==> src/rtl/cla_nl_arbiter.sv <==
// Round-robin front end sharing one nonlinear carry-term generator between NREQ
// requesters; two pipeline stages recombine the terms into a modulo-16 sum.

module gen_nonlinear_part (
  input  logic [3:0]  i_a,
  input  logic [3:0]  i_b,
  input  logic        i_cin,
  output logic [24:0] o_n
);
  logic w_unused_msb;
  assign w_unused_msb = i_a[3] ^ i_b[3];

  // Products of generate/propagate factors expanded to single AND terms.
  always_comb begin
    o_n     = '0;
    o_n[0]  = i_a[0] & i_b[0];
    o_n[1]  = i_a[0] & i_cin;
    o_n[2]  = i_b[0] & i_cin;
    o_n[3]  = i_a[1] & i_b[1];
    o_n[4]  = i_a[1] & i_a[0] & i_b[0];
    o_n[5]  = i_a[1] & i_a[0] & i_cin;
    o_n[6]  = i_a[1] & i_b[0] & i_cin;
    o_n[7]  = i_b[1] & i_a[0] & i_b[0];
    o_n[8]  = i_b[1] & i_a[0] & i_cin;
    o_n[9]  = i_b[1] & i_b[0] & i_cin;
    o_n[10] = i_a[2] & i_b[2];
    o_n[11] = i_a[2] & i_a[1] & i_b[1];
    o_n[12] = i_a[2] & i_a[1] & i_a[0] & i_b[0];
    o_n[13] = i_a[2] & i_a[1] & i_a[0] & i_cin;
    o_n[14] = i_a[2] & i_a[1] & i_b[0] & i_cin;
    o_n[15] = i_a[2] & i_b[1] & i_a[0] & i_b[0];
    o_n[16] = i_a[2] & i_b[1] & i_a[0] & i_cin;
    o_n[17] = i_a[2] & i_b[1] & i_b[0] & i_cin;
    o_n[18] = i_b[2] & i_a[1] & i_b[1];
    o_n[19] = i_b[2] & i_a[1] & i_a[0] & i_b[0];
    o_n[20] = i_b[2] & i_a[1] & i_a[0] & i_cin;
    o_n[21] = i_b[2] & i_a[1] & i_b[0] & i_cin;
    o_n[22] = i_b[2] & i_b[1] & i_a[0] & i_b[0];
    o_n[23] = i_b[2] & i_b[1] & i_a[0] & i_cin;
    o_n[24] = i_b[2] & i_b[1] & i_b[0] & i_cin;
  end
endmodule

// Handshake: a requester transfers when req_valid[i] & req_ready[i] at a rising
// edge; a result leaves when out_valid & out_ready; valid holds until accepted.
module cla_nl_arbiter #(
  parameter int NREQ = 2
) (
  input  logic                clk,
  input  logic                rst,
  input  logic [NREQ-1:0]     req_valid,
  output logic [NREQ-1:0]     req_ready,
  input  logic [4*NREQ-1:0]   req_a,
  input  logic [4*NREQ-1:0]   req_b,
  output logic                out_valid,
  input  logic                out_ready,
  output logic [3:0]          out_sum,
  output logic [1:0]          out_id,
  output logic [1:0]          dbg_ptr
);
  logic        r_v1, r_v2;
  logic [3:0]  r_a1, r_b1, r_x2;
  logic [1:0]  r_id1, r_id2, r_ptr;
  logic [24:0] r_n2;
  logic [24:0] w_n;
  logic        w_s1_load, w_s2_load, w_found, w_xfer;
  logic [1:0]  w_gnt_idx, w_ptr_next;
  logic [3:0]  w_sel_a, w_sel_b;
  logic        w_c1, w_c2, w_c3;
  logic        w_unused_n;

  assign w_s2_load = ~r_v2 | out_ready;
  assign w_s1_load = ~r_v1 | w_s2_load;

  // First valid requester at or after the pointer, wrapping at NREQ.
  always_comb begin
    w_found   = 1'b0;
    w_gnt_idx = '0;
    for (int k = 0; k < NREQ; k++) begin
      for (int i = 0; i < NREQ; i++) begin
        if (!w_found && req_valid[i] && ((int'(r_ptr) + k) % NREQ) == i) begin
          w_found   = 1'b1;
          w_gnt_idx = 2'(i);
        end
      end
    end
  end

  // Grant is suppressed while reset is asserted so no accept can leak out.
  assign w_xfer = w_found & w_s1_load & ~rst;
  assign w_ptr_next = (w_gnt_idx == 2'(NREQ - 1)) ? 2'd0 : w_gnt_idx + 2'd1;

  always_comb begin
    req_ready = '0;
    w_sel_a   = '0;
    w_sel_b   = '0;
    for (int i = 0; i < NREQ; i++) begin
      req_ready[i] = w_xfer && (w_gnt_idx == 2'(i));
      if (w_gnt_idx == 2'(i)) begin
        w_sel_a = req_a[4*i +: 4];
        w_sel_b = req_b[4*i +: 4];
      end
    end
  end

  gen_nonlinear_part u_nl (
    .i_a   (r_a1),
    .i_b   (r_b1),
    .i_cin (1'b0),
    .o_n   (w_n)
  );

  always_ff @(posedge clk or posedge rst) begin
    if (rst) begin
      r_v1  <= 1'b0;
      r_v2  <= 1'b0;
      r_a1  <= '0;
      r_b1  <= '0;
      r_id1 <= '0;
      r_x2  <= '0;
      r_n2  <= '0;
      r_id2 <= '0;
      r_ptr <= '0;
    end else begin
      if (w_s2_load) begin
        r_v2  <= r_v1;
        r_x2  <= r_a1 ^ r_b1;
        r_n2  <= w_n;
        r_id2 <= r_id1;
      end
      if (w_s1_load) begin
        r_v1 <= w_xfer;
        if (w_xfer) begin
          r_a1  <= w_sel_a;
          r_b1  <= w_sel_b;
          r_id1 <= w_gnt_idx;
        end
      end
      if (w_xfer) r_ptr <= w_ptr_next;
    end
  end

  assign w_c1 = r_n2[0];
  assign w_c2 = r_n2[3] ^ r_n2[4] ^ r_n2[7];
  assign w_c3 = r_n2[10] ^ r_n2[11] ^ r_n2[12] ^ r_n2[15] ^ r_n2[18] ^ r_n2[19] ^ r_n2[22];
  // Carry-in terms are constant zero and play no part in the sum.
  assign w_unused_n = ^{r_n2[24:23], r_n2[21:20], r_n2[17:16], r_n2[14:13],
                        r_n2[9:8], r_n2[6:5], r_n2[2:1]};

  assign out_sum   = r_x2 ^ {w_c3, w_c2, w_c1, 1'b0};
  assign out_valid = r_v2;
  assign out_id    = r_id2;
  assign dbg_ptr   = r_ptr;
endmodule

==> config.mk <==
export PLATFORM = sky130hd
export DESIGN_NAME = cla_nl_arbiter
export DESIGN_NICKNAME = d
export VERILOG_FILES = /design/src/rtl/cla_nl_arbiter.sv
export SDC_FILE = /design/constraint.sdc
export NUM_CORES = 1
export LEC_CHECK = 0
export CAP_MARGIN = 20
export CELL_PAD_IN_SITES_DETAIL_PLACEMENT = 0
export CELL_PAD_IN_SITES_GLOBAL_PLACEMENT = 1
export CORE_ASPECT_RATIO = 1.2
export CORE_MARGIN = 1
export CORE_UTILIZATION = 37
export DETAILED_ROUTE_END_ITERATION = 7
export PLACE_DENSITY = 0.82
export REMOVE_ABC_BUFFERS = 1
export SLEW_MARGIN = 0
export SYNTH_ARGS = -nofsm -noshare
export SYNTH_HDL_FRONTEND = slang
export SYNTH_SLANG_ARGS = --single-unit
==> constraint.sdc <==
create_clock -name clk -period 1.3 [get_ports clk]
set_input_delay 0.26 -clock clk [delete_from_list [all_inputs] [get_ports clk]]
set_output_delay 0.26 -clock clk [all_outputs]
set_load 0.05 [all_outputs]
==> metrics.csv, run 1 <==
stage,metric,value,unit
status,status,"complete, but fails checks",
status,failing checks,setup timing,
floorplanning,height of the chip,69.30,um
routing,DRC,0,
setup_path,r2r startpoint,r_v1,
worst_hold_path,Hold/Removal Path Class,input port to async pin,
timing,part of the cycle the worst path needs,129.1,%
grt,largest net degree at the start of global routing,29,
synthesis,register area share after synthesis,50.18,%
setup_path,CP top delay family,XOR/XNOR gates,
routing,detailed-route wire length,2.983,mm
synthesis,syn_area_per_cell,9.499,um2
power,LEAKAGE,0.9500,nW
setup_path,Crit Path Category,register to primary output,
clock_network,clock-pin transition on the worst setup and hold timing paths,0.10,ns
cells_and_area,register area,700.7,um2
clock_network,Skew-Pair Late Insertion Delay,0.28,ns
clock_network,Hold Buf Count CTS,0,
synthesis,leading area contributor after synthesis,dfrtp_1,
synthesis,post-synthesis instance area,0.001396,mm2
setup_path,Critical Path Stages,4,
timing,"Hold Vio Cnt, Final",0,
setup_path,R2R Setup Slk,0.07,ns
setup_path,worst reg2reg path endpoint,r_id1[0],
setup_path,CP dominant cell by count,xnor2_1,
place,dpl cells,239,
clock_network,clk root buf,clkbuf_8,
timing,# setup viols final,5,
floorplanning,num rows,24,
routing,DR pass1 iterations,4,
place,GP Congestion,0.7513,
setup_path,"Max FO, Critical Path",2,
power,PwrDens,1843,mW/mm2
routing,drt initial violations,20,
setup_path,worst path cell trace,xnor2_1 -> xnor2_1 -> xnor2_1 -> buf_12,
timing,max-slew violations,0,
clock_network,clk sinks,28,
cells_and_area,"Area growth, synth to finish",50.99,%
setup_path,Setup crit end kind,primary output,
routing,vias per inst,4.736,
cells_and_area,multi-input logic area,680.7,um2
clock_network,H-tree depth,1,
grt,vias in the first global route,1231,
routing,drt wl/cell,12.13,um
floorplanning,Die Span X,58.08,um
grt,GRT Total Usage,16.44,%
synthesis,cells after synthesis,147,
timing,Max Freq,595.6,MHz
floorplanning,# IOs,32,
setup_path,CP bufs+invs,1,
floorplanning,Core ar.,0.003633,mm2
timing,hold slack,0.2689,ns
synthesis,synth top area cells,"dfrtp_1 (50%), nand2_1 (8.6%), xnor2_1 (5.6%)",
clock_network,Max Root-Sink Buffers,2,
timing,"Min Clock Period, post-route",1.679,ns
grt,Congestion Overflow GR,0,
cells_and_area,NumNets Final,219,
synthesis,top cell type's share of synthesized area,50.18,%
clock_network,CTS Buf Count,3,
synthesis,Yosys reg bits,28,
floorplanning,starting density of the core,38.43,%
grt,first-pass GRT wire length,5.119,mm
setup_path,CP max stage cell,dfrtp_1,
setup_path,CP required,1.04,ns
synthesis,Netlist cell types,26,
run,MaxCap Viol Count,0,
routing,Post-DRT Antenna Nets,0,
place,Port Buf Inserts,29,
place,DPL Wire Length,2.282,mm
synthesis,Yosys Warn Count,0,
setup_path,Critical Path AT,1.42,ns
grt,initial antenna violation count,0,
cells_and_area,filler cell count,322,
setup_path,Reg2Reg Depth,4,
routing,via count,1165,
cells_and_area,layout cells sized above 1,25.26,%
setup_path,CP peak stage delay,0.42,ns
setup_path,startpoint types,register,
floorplanning,Die ar.,0.004025,mm2
timing,RSZ-0062 raised after global routing,true,
cells_and_area,Finished Layout Cells,246,
timing,worst setup margin,-0.3789,ns
power,VDD IR max,0.6281,mV
clock_network,CTS tree,done,
timing,Fin Clk Skew,0.008488,ns
cells_and_area,number of diodes,0,
==> how the worst max path moves through the flow <==
stage / start / to / slack, ns
6_report: r_n2[11] / out_sum[3] / -0.38
5_1_grt: r_n2[12] / out_sum[3] / -0.46
4_1_cts: r_n2[22] / out_sum[3] / -0.40
3_5_place_dp: req_valid[0] / req_ready[0] / -0.44
3_3_place_gp: out_ready / req_ready[1] / -0.40
2_1_floorplan: out_valid / req_ready[1] / -1.04
==> cell usage in the layout (no fill, tap or decap) <==
cell / netlist / final
nor3_2: 0 / 1
clkbuf_8: 0 / 3
and3_1: 1 / 1
nand2_1: 32 / 31
o21ba_4: 0 / 1
dfrtp_1: 28 / 28
a21oi_1: 10 / 9
nand2_2: 0 / 1
inv_1: 3 / 3
a22o_1: 2 / 2
a31oi_1: 8 / 8
dlygate4sd2_1: 0 / 4
xnor2_1: 9 / 7
nor2_4: 0 / 2
nand3_1: 2 / 2
xor2_1: 3 / 1
buf_4: 3 / 20
buf_12: 0 / 10
nand2b_1: 2 / 2
mux2_4: 1 / 1
conb_1: 1 / 2
a21oi_2: 0 / 1
nand3b_1: 9 / 9
o21ai_0: 15 / 14
bufinv_16: 0 / 1
o21ai_1: 0 / 1
nor2b_1: 2 / 2
buf_6: 2 / 3
and2_4: 0 / 1
xnor2_2: 0 / 2
clkdlybuf4s50_1: 0 / 16
ha_1: 3 / 3
xor2_2: 0 / 2
==> registers in the layout, summed over array words and instances, names as in the netlist <==
| name | cells |
|---|---|
| r_id1 | 1 |
| out_id | 1 |
| r_n2 | 11 |
| r_b1 | 4 |
| dbg_ptr | 1 |
| r_a1 | 4 |
| r_x2 | 4 |
| r_v1 | 1 |
| out_valid | 1 |
==> per-layer routing <==
| metal | GRT usage, % | routed length [um] | vias up |
|---|---|---|---|
| li1 | - | - | 580 |
| met1 | 18.72 | 1242 | 547 |
| met2 | 29.50 | 1589 | 34 |
| met3 | 3.731 | 115 | 4 |
| met4 | 5.556 | 36 | 0 |
| met5 | 0 | 0 | - |
==> cell usage after synthesis <==
cell      count
dfrtp_1      28
nor2_1        2
a31oi_1       8
a21oi_1      10
nand2_1      32
and3_1        1
nor2b_1       2
nand3_1       2
ha_1          3
buf_6         2
nand2b_1      2
xor2_1        3
xnor2_1       9
nor3_1        1
a22o_1        2
clkbuf_2      1
conb_1        1
buf_2         3
nand3b_1      9
o21ai_0      15
and2_1        1
inv_1         3
buf_4         3
mux2_4        1
clkbuf_1      2
o21ba_1       1
==> timing repair <==
| item | 4_1_cts | 5_1_grt |
|---|---|---|
| setup endpoints to repair | 15 | 7 |
| endpoints found under the hold margin | 0 | 0 |
| buffers inserted | 1 | 2 |
| resized for setup | 10 | 11 |
| pin swaps | 5 | 7 |
==> tightest hold or removal path, delay by kind of cell <==
kind                   cells  cell delay (ns)
buffers and inverters      4             0.65
==> through the flow <==
step                setup WS, ns  cell area [um2]  util (%)  total power [mW]  TNS [ns]
global route             -0.4585             2108     58.02             4.082    -1.474
floorplan                 -1.042             1328         -             2.166    -10.60
global placement         -0.4028             1943     53.48             3.086    -4.239
CTS                      -0.3978             2046     56.30             3.826    -1.262
finish                   -0.3789             2108     58.02             3.885    -1.095
detailed placement       -0.4362             1943     53.48             3.118    -4.715
==> cell type report <==
| type | count | area share [%] |
|---|---|---|
| sequential | 28 | 33.23 |
| multi-input combinational | 106 | 32.28 |
| clock buffer | 3 | 1.958 |
| clock inverter | 1 | 1.424 |
| inverter | 3 | 0.5341 |
| timing repair buffer | 53 | 27.48 |
| tap | 52 | 3.086 |
==> where the power goes <==
group | total [mW] | switching [mW] | internal, mW
registers | 1.23 | 0.172 | 1.06
logic | 1.96 | 0.975 | 0.990
clock network | 0.689 | 0.276 | 0.413
total | 3.89 | 1.42 | 2.46
==> kinds of logic (layout without fill, tap and decap cells) <==
| group | after synthesis | after routing | synth area share [%] |
|---|---|---|---|
| AND/OR/NAND/NOR | 52 | 52 | 17.74 |
| AO/OA/AOI/OAI | 36 | 36 | 14.52 |
| flip-flops | 28 | 28 | 50.18 |
| buffers and inverters | 14 | 60 | 6.003 |
| XOR/XNOR | 12 | 12 | 7.528 |
| adder cells (fa/ha/maj) | 3 | 3 | 2.688 |
| other | 1 | 2 | 0.2686 |
| multiplexers | 1 | 1 | 1.075 |
(Power assumes the default switching activity.)
==> run 2, diff against run 1 <==
Settings changed: CORE_ASPECT_RATIO 1.2 to 1.25.
==> run 2 against run 1 <==
  * The run ends with DRC, setup timing left
  * Flip-flop and latch count is the same
  * Non-clock buffer count fell by 2
  * Via count is 2.5% lower
  * First-iteration DRC count is 80% higher
  * Cell area decreased by 2.0%
  * Global-route usage shrank 0.80 points
  * Critical path depth is the same
  * Critical path type unchanged
  * Register-to-register slack is essentially flat
  * Highest routed layer is now met3
==> metrics.csv, run 2 (synthesis gave the netlist of run 1 again) <==
stage,metric,value,unit
status,status,"complete, but fails checks",
status,failing checks,"DRC, setup timing",
place,GP Congestion,0.7577,
timing,max-slew violations,0,
floorplanning,Die Span X,56.95,um
clock_network,Skew-Pair Late Insertion Delay,0.27,ns
clock_network,CTS tree,done,
floorplanning,starting density of the core,39.41,%
power,VDD IR max,0.7963,mV
routing,Post-DRT Antenna Nets,0,
timing,Max Freq,596.1,MHz
floorplanning,# IOs,32,
clock_network,H-tree depth,1,
place,Port Buf Inserts,29,
clock_network,Hold Buf Count CTS,0,
timing,part of the cycle the worst path needs,129.0,%
floorplanning,Die ar.,0.004025,mm2
cells_and_area,max reg flops,11,
cells_and_area,Util after Layout,58.30,%
routing,drt initial violations,36,
cells_and_area,layout cells sized above 1,24.48,%
power,PwrDens,1854,mW/mm2
grt,GRT Total Usage,15.64,%
power,LEAKAGE,0.9355,nW
grt,largest net degree at the start of global routing,29,
timing,"Min Clock Period, post-route",1.678,ns
place,placed cell area,0.001927,mm2
cells_and_area,number of diodes,0,
setup_path,Crit Path Category,register to primary output,
timing,TNS Setup,-1.073,ns
grt,vias in the first global route,1164,
setup_path,Setup crit end kind,primary output,
run,MaxCap Viol Count,0,
worst_hold_path,Hold/Removal Path Class,input port to async pin,
timing,worst setup margin,-0.3775,ns
timing,RSZ-0062 raised after global routing,true,
timing,hold slack,0.2685,ns
clock_network,clk sinks,28,
timing,"Hold Vio Cnt, Final",0,
routing,DRC,2,
cells_and_area,fin area,0.002066,mm2
cells_and_area,filler cell count,343,
floorplanning,num rows,24,
cells_and_area,NumNets Final,217,
clock_network,clk root buf,clkbuf_8,
setup_path,Critical Path AT,1.42,ns
cells_and_area,"commonest cells after routing, fill and taps aside","nand2_1 (31), dfrtp_1 (28), buf_4 (21)",
routing,drt wl/cell,12.99,um
routing,detailed-route wire length,3.000,mm
grt,first-pass GRT wire length,4.947,mm
cells_and_area,Top reg by flops,r_n2,
power,overall power,3.830,mW
clock_network,CTS Buf Count,3,
clock_network,clock-pin transition on the worst setup and hold timing paths,0.10,ns
setup_path,"Max FO, Critical Path",2,
grt,initial antenna violation count,0,
setup_path,CP required,1.04,ns
clock_network,Max Root-Sink Buffers,2,
routing,vias per inst,4.918,
timing,Fin Clk Skew,0.007248,ns
routing,via count,1136,
place,DPL Wire Length,2.340,mm
grt,Congestion Overflow GR,0,
cells_and_area,"Area growth, synth to finish",47.94,%
routing,DR pass1 iterations,6,
floorplanning,height of the chip,70.69,um
timing,# setup viols final,5,
cells_and_area,"commonest non-fill, non-tap cell in the layout",nand2_1,
floorplanning,Core ar.,0.003543,mm2
setup_path,startpoint types,register,
==> run 2: cell count changes in the layout (fill, tap and decap cells not counted), sizes merged <==
cell	change
buf	-2
==> run 2: worst max-delay path, stage by stage, from the launching register on <==
cell     delay (ns)
dfrtp_1        0.43
xnor2_2        0.15
xnor2_1        0.13
xnor2_1        0.26
buf_12         0.17
==> run 2: worst paths after layout <==
kind / from / to / slack [ns] / cells after the start
worst min register to register: r_v1 / out_valid / 0.48 / 1
worst max register to register: dbg_ptr[0] / r_id1[0] / 0.07 / 5
worst max-delay path: r_n2[18] / out_sum[3] / -0.38 / 4
max in group asynchronous: rst / r_n2[10] / 0.88 / 4
worst min-delay path: rst / r_b1[2] / 0.27 / 4
min in group clk: r_v1 / out_valid / 0.48 / 1
==> run 2: through the flow <==
step / instances / worst slack (ns)
after floorplan: 137 / -1.042
after global placement: 226 / -0.4041
after detailed placement: 226 / -0.4181
after CTS: 231 / -0.3832
after global routing: 231 / -0.4515
final: 231 / -0.3775
==> run 2: where the power goes <==
| group | internal (mW) | leakage, nW | switching [mW] |
|---|---|---|---|
| combinational | 0.964 | 0.560 | 0.956 |
| clock | 0.412 | 0.0357 | 0.263 |
| sequential | 1.06 | 0.340 | 0.175 |
| total | 2.44 | 0.935 | 1.39 |
==> run 2: routing by layer <==
metal	wire, um	vias up	global-route usage (%)
met2	1738	28	31.90
met5	0	-	0
met3	113	0	2.742
met4	0	0	4.065
li1	-	579	-
met1	1148	529	15.74
==> run 2: layout make-up <==
cell class | count | area (um2) | share of cell area, %
clock inverters | 1 | 30.03 | 1.454
well taps | 39 | 48.80 | 2.362
multi-input cells | 106 | 680.7 | 32.95
repair buffers | 51 | 553.0 | 26.77
inverters | 3 | 11.26 | 0.5451
flip-flops and latches | 28 | 700.7 | 33.92
clock buffers | 3 | 41.29 | 1.999
==> run 2: what timing repair did <==
action	CTS	global route
setup buffers	1	1
pin swaps	8	2
gates cloned	0	0
resized for setup	13	5
endpoints found under the setup margin	15	8
==> run 3, diff against run 2 <==
Settings changed: SETUP_SLACK_MARGIN set to 0.02.
==> run 3 against run 2 <==
  * The flow still finishes with violations (DRC, setup timing)
  * Routed wire length hardly changed
  * First-iteration DRC count shrank 5.6%
  * Core utilization increased by 0.11 points
  * Sequential share of layout area down 0.061 points
  * Via count grew 0.44%
  * Combinational power about the same
  * Worst hold slack gained 0.00063 ns
  * Maximum frequency barely moved
  * Cell area rose by 0.18%
  * Setup slack lost 0.00073 ns
  * Non-clock buffer count unchanged
  * Flip-flop and latch count unchanged
  * Critical path type unchanged
  * Highest routed layer unchanged
==> metrics.csv, run 3 (synthesis gave the netlist of run 1 again) <==
stage,metric,value,unit
power,VDD IR max,0.7966,mV
power,overall power,3.834,mW
setup_path,CP dominant cell by count,xnor2_1,
grt,first-pass GRT wire length,4.947,mm
cells_and_area,multi-input logic area,680.7,um2
cells_and_area,Finished Layout Cells,231,
clock_network,CTS tree,done,
floorplanning,Die Span X,56.95,um
routing,drt wl/cell,12.98,um
floorplanning,num rows,24,
timing,part of the cycle the worst path needs,129.1,%
cells_and_area,"commonest non-fill, non-tap cell in the layout",nand2_1,
power,PwrDens,1852,mW/mm2
place,pre-CTS WS,-0.4181,ns
timing,worst setup margin,-0.3782,ns
status,status,"complete, but fails checks",
setup_path,CP max stage cell,dfrtp_1,
cells_and_area,fin area,0.002069,mm2
timing,# setup viols final,5,
timing,RSZ-0062 raised after global routing,true,
cells_and_area,NumNets Final,217,
setup_path,Crit Path Category,register to primary output,
cells_and_area,"Area growth, synth to finish",48.21,%
setup_path,CP peak stage delay,0.43,ns
place,GP Congestion,0.7577,
grt,initial antenna violation count,0,
setup_path,r2r startpoint,dbg_ptr[0],
floorplanning,Die ar.,0.004025,mm2
setup_path,CP required,1.04,ns
routing,drt initial violations,34,
floorplanning,# IOs,32,
cells_and_area,filler cell count,343,
setup_path,worst path cell trace,xnor2_2 -> xnor2_1 -> xnor2_1 -> buf_12,
run,MaxCap Viol Count,0,
cells_and_area,register area,700.7,um2
place,placed cell area,0.001927,mm2
clock_network,CTS Buf Count,3,
timing,"Hold Vio Cnt, Final",0,
timing,max-slew violations,0,
routing,DR pass1 iterations,6,
grt,Congestion Overflow GR,0,
grt,GRT Total Usage,15.64,%
routing,via count,1141,
cells_and_area,Top reg by flops,r_n2,
floorplanning,Core ar.,0.003543,mm2
clock_network,clk sinks,28,
floorplanning,starting density of the core,39.41,%
place,dpl cells,226,
timing,"Min Clock Period, post-route",1.678,ns
timing,hold slack,0.2692,ns
place,DPL Wire Length,2.340,mm
setup_path,Setup crit end kind,primary output,
routing,DRC,2,
cells_and_area,max reg flops,11,
power,LEAKAGE,0.9365,nW
cells_and_area,"commonest cells after routing, fill and taps aside","nand2_1 (31), dfrtp_1 (28), buf_4 (20)",
clock_network,clk root buf,clkbuf_8,
clock_network,Skew-Pair Late Insertion Delay,0.27,ns
setup_path,Setup crit start,r_n2[18],
grt,vias in the first global route,1164,
clock_network,Max Root-Sink Buffers,2,
status,failing checks,"DRC, setup timing",
setup_path,"Max FO, Critical Path",2,
cells_and_area,layout cells sized above 1,24.48,%
setup_path,CP top delay family,XOR/XNOR gates,
worst_hold_path,Hold/Removal Path Class,input port to async pin,
timing,Fin Clk Skew,0.005602,ns
clock_network,clock-pin transition on the worst setup and hold timing paths,0.10,ns
clock_network,H-tree depth,1,
routing,detailed-route wire length,2.998,mm
grt,largest net degree at the start of global routing,29,
place,Port Buf Inserts,29,
routing,vias per inst,4.939,
floorplanning,height of the chip,70.69,um
routing,Post-DRT Antenna Nets,0,
setup_path,CP bufs+invs,1,
setup_path,Critical Path AT,1.42,ns
setup_path,startpoint types,register,
timing,Max Freq,595.9,MHz
cells_and_area,number of diodes,0,
[run 3: timing repair]
item	in CTS	in global routing
pin swaps	8	2
gates resized for setup	13	6
buffers inserted	1	1
hold endpoints to repair	0	0
hold buffers	0	0
endpoints found under the setup margin	15	12
[run 3: report_power, final]
part	switching [mW]	internal, mW	total, mW
Sequential	0.175	1.06	1.24
Combinational	0.957	0.966	1.92
Clock	0.264	0.412	0.676
[run 3: layer usage]
| layer | vias to the layer above | wire [um] | track usage (%) | share of wire [%] |
|---|---|---|---|---|
| met4 | 0 | 0 | 4.065 | 0 |
| met2 | 28 | 1748 | 31.90 | 58 |
| met1 | 534 | 1131 | 15.74 | 38 |
| met3 | 0 | 118 | 2.742 | 3.9 |
| met5 | - | 0 | 0 | 0 |
| li1 | 579 | - | - | - |
[run 3: metrics by stage]
stage	utilization, %	TNS, ns
floorplan	-	-10.60
global placement	54.38	-4.391
detailed placement	54.38	-4.749
CTS	57.49	-1.154
global route	58.40	-1.498
finish	58.40	-1.083
[run 3: cell type report]
class                   count  area share (%)
well taps                  39           2.358
repair buffers             51           26.90
inverters                   3          0.5441
flip-flops and latches     28           33.86
clock buffers               3           1.995
clock inverters             1           1.451
multi-input cells         106           32.89
[run 3: path summary, 6_finish.rpt]
path	to	slack [ns]	cells past startpoint
setup reg to reg	r_id1[0]	0.07	5
hold / removal	r_b1[2]	0.27	4
min in group clk	out_valid	0.48	1
hold reg to reg	out_valid	0.48	1
max in group asynchronous	r_n2[10]	0.88	4
setup / recovery	out_sum[3]	-0.38	4
[run 3: worst min-delay path, stage by stage]
cell	delay [ns]
dlygate4sd2_1	0.24
buf_4	0.12
inv_1	0.08
buf_12	0.19
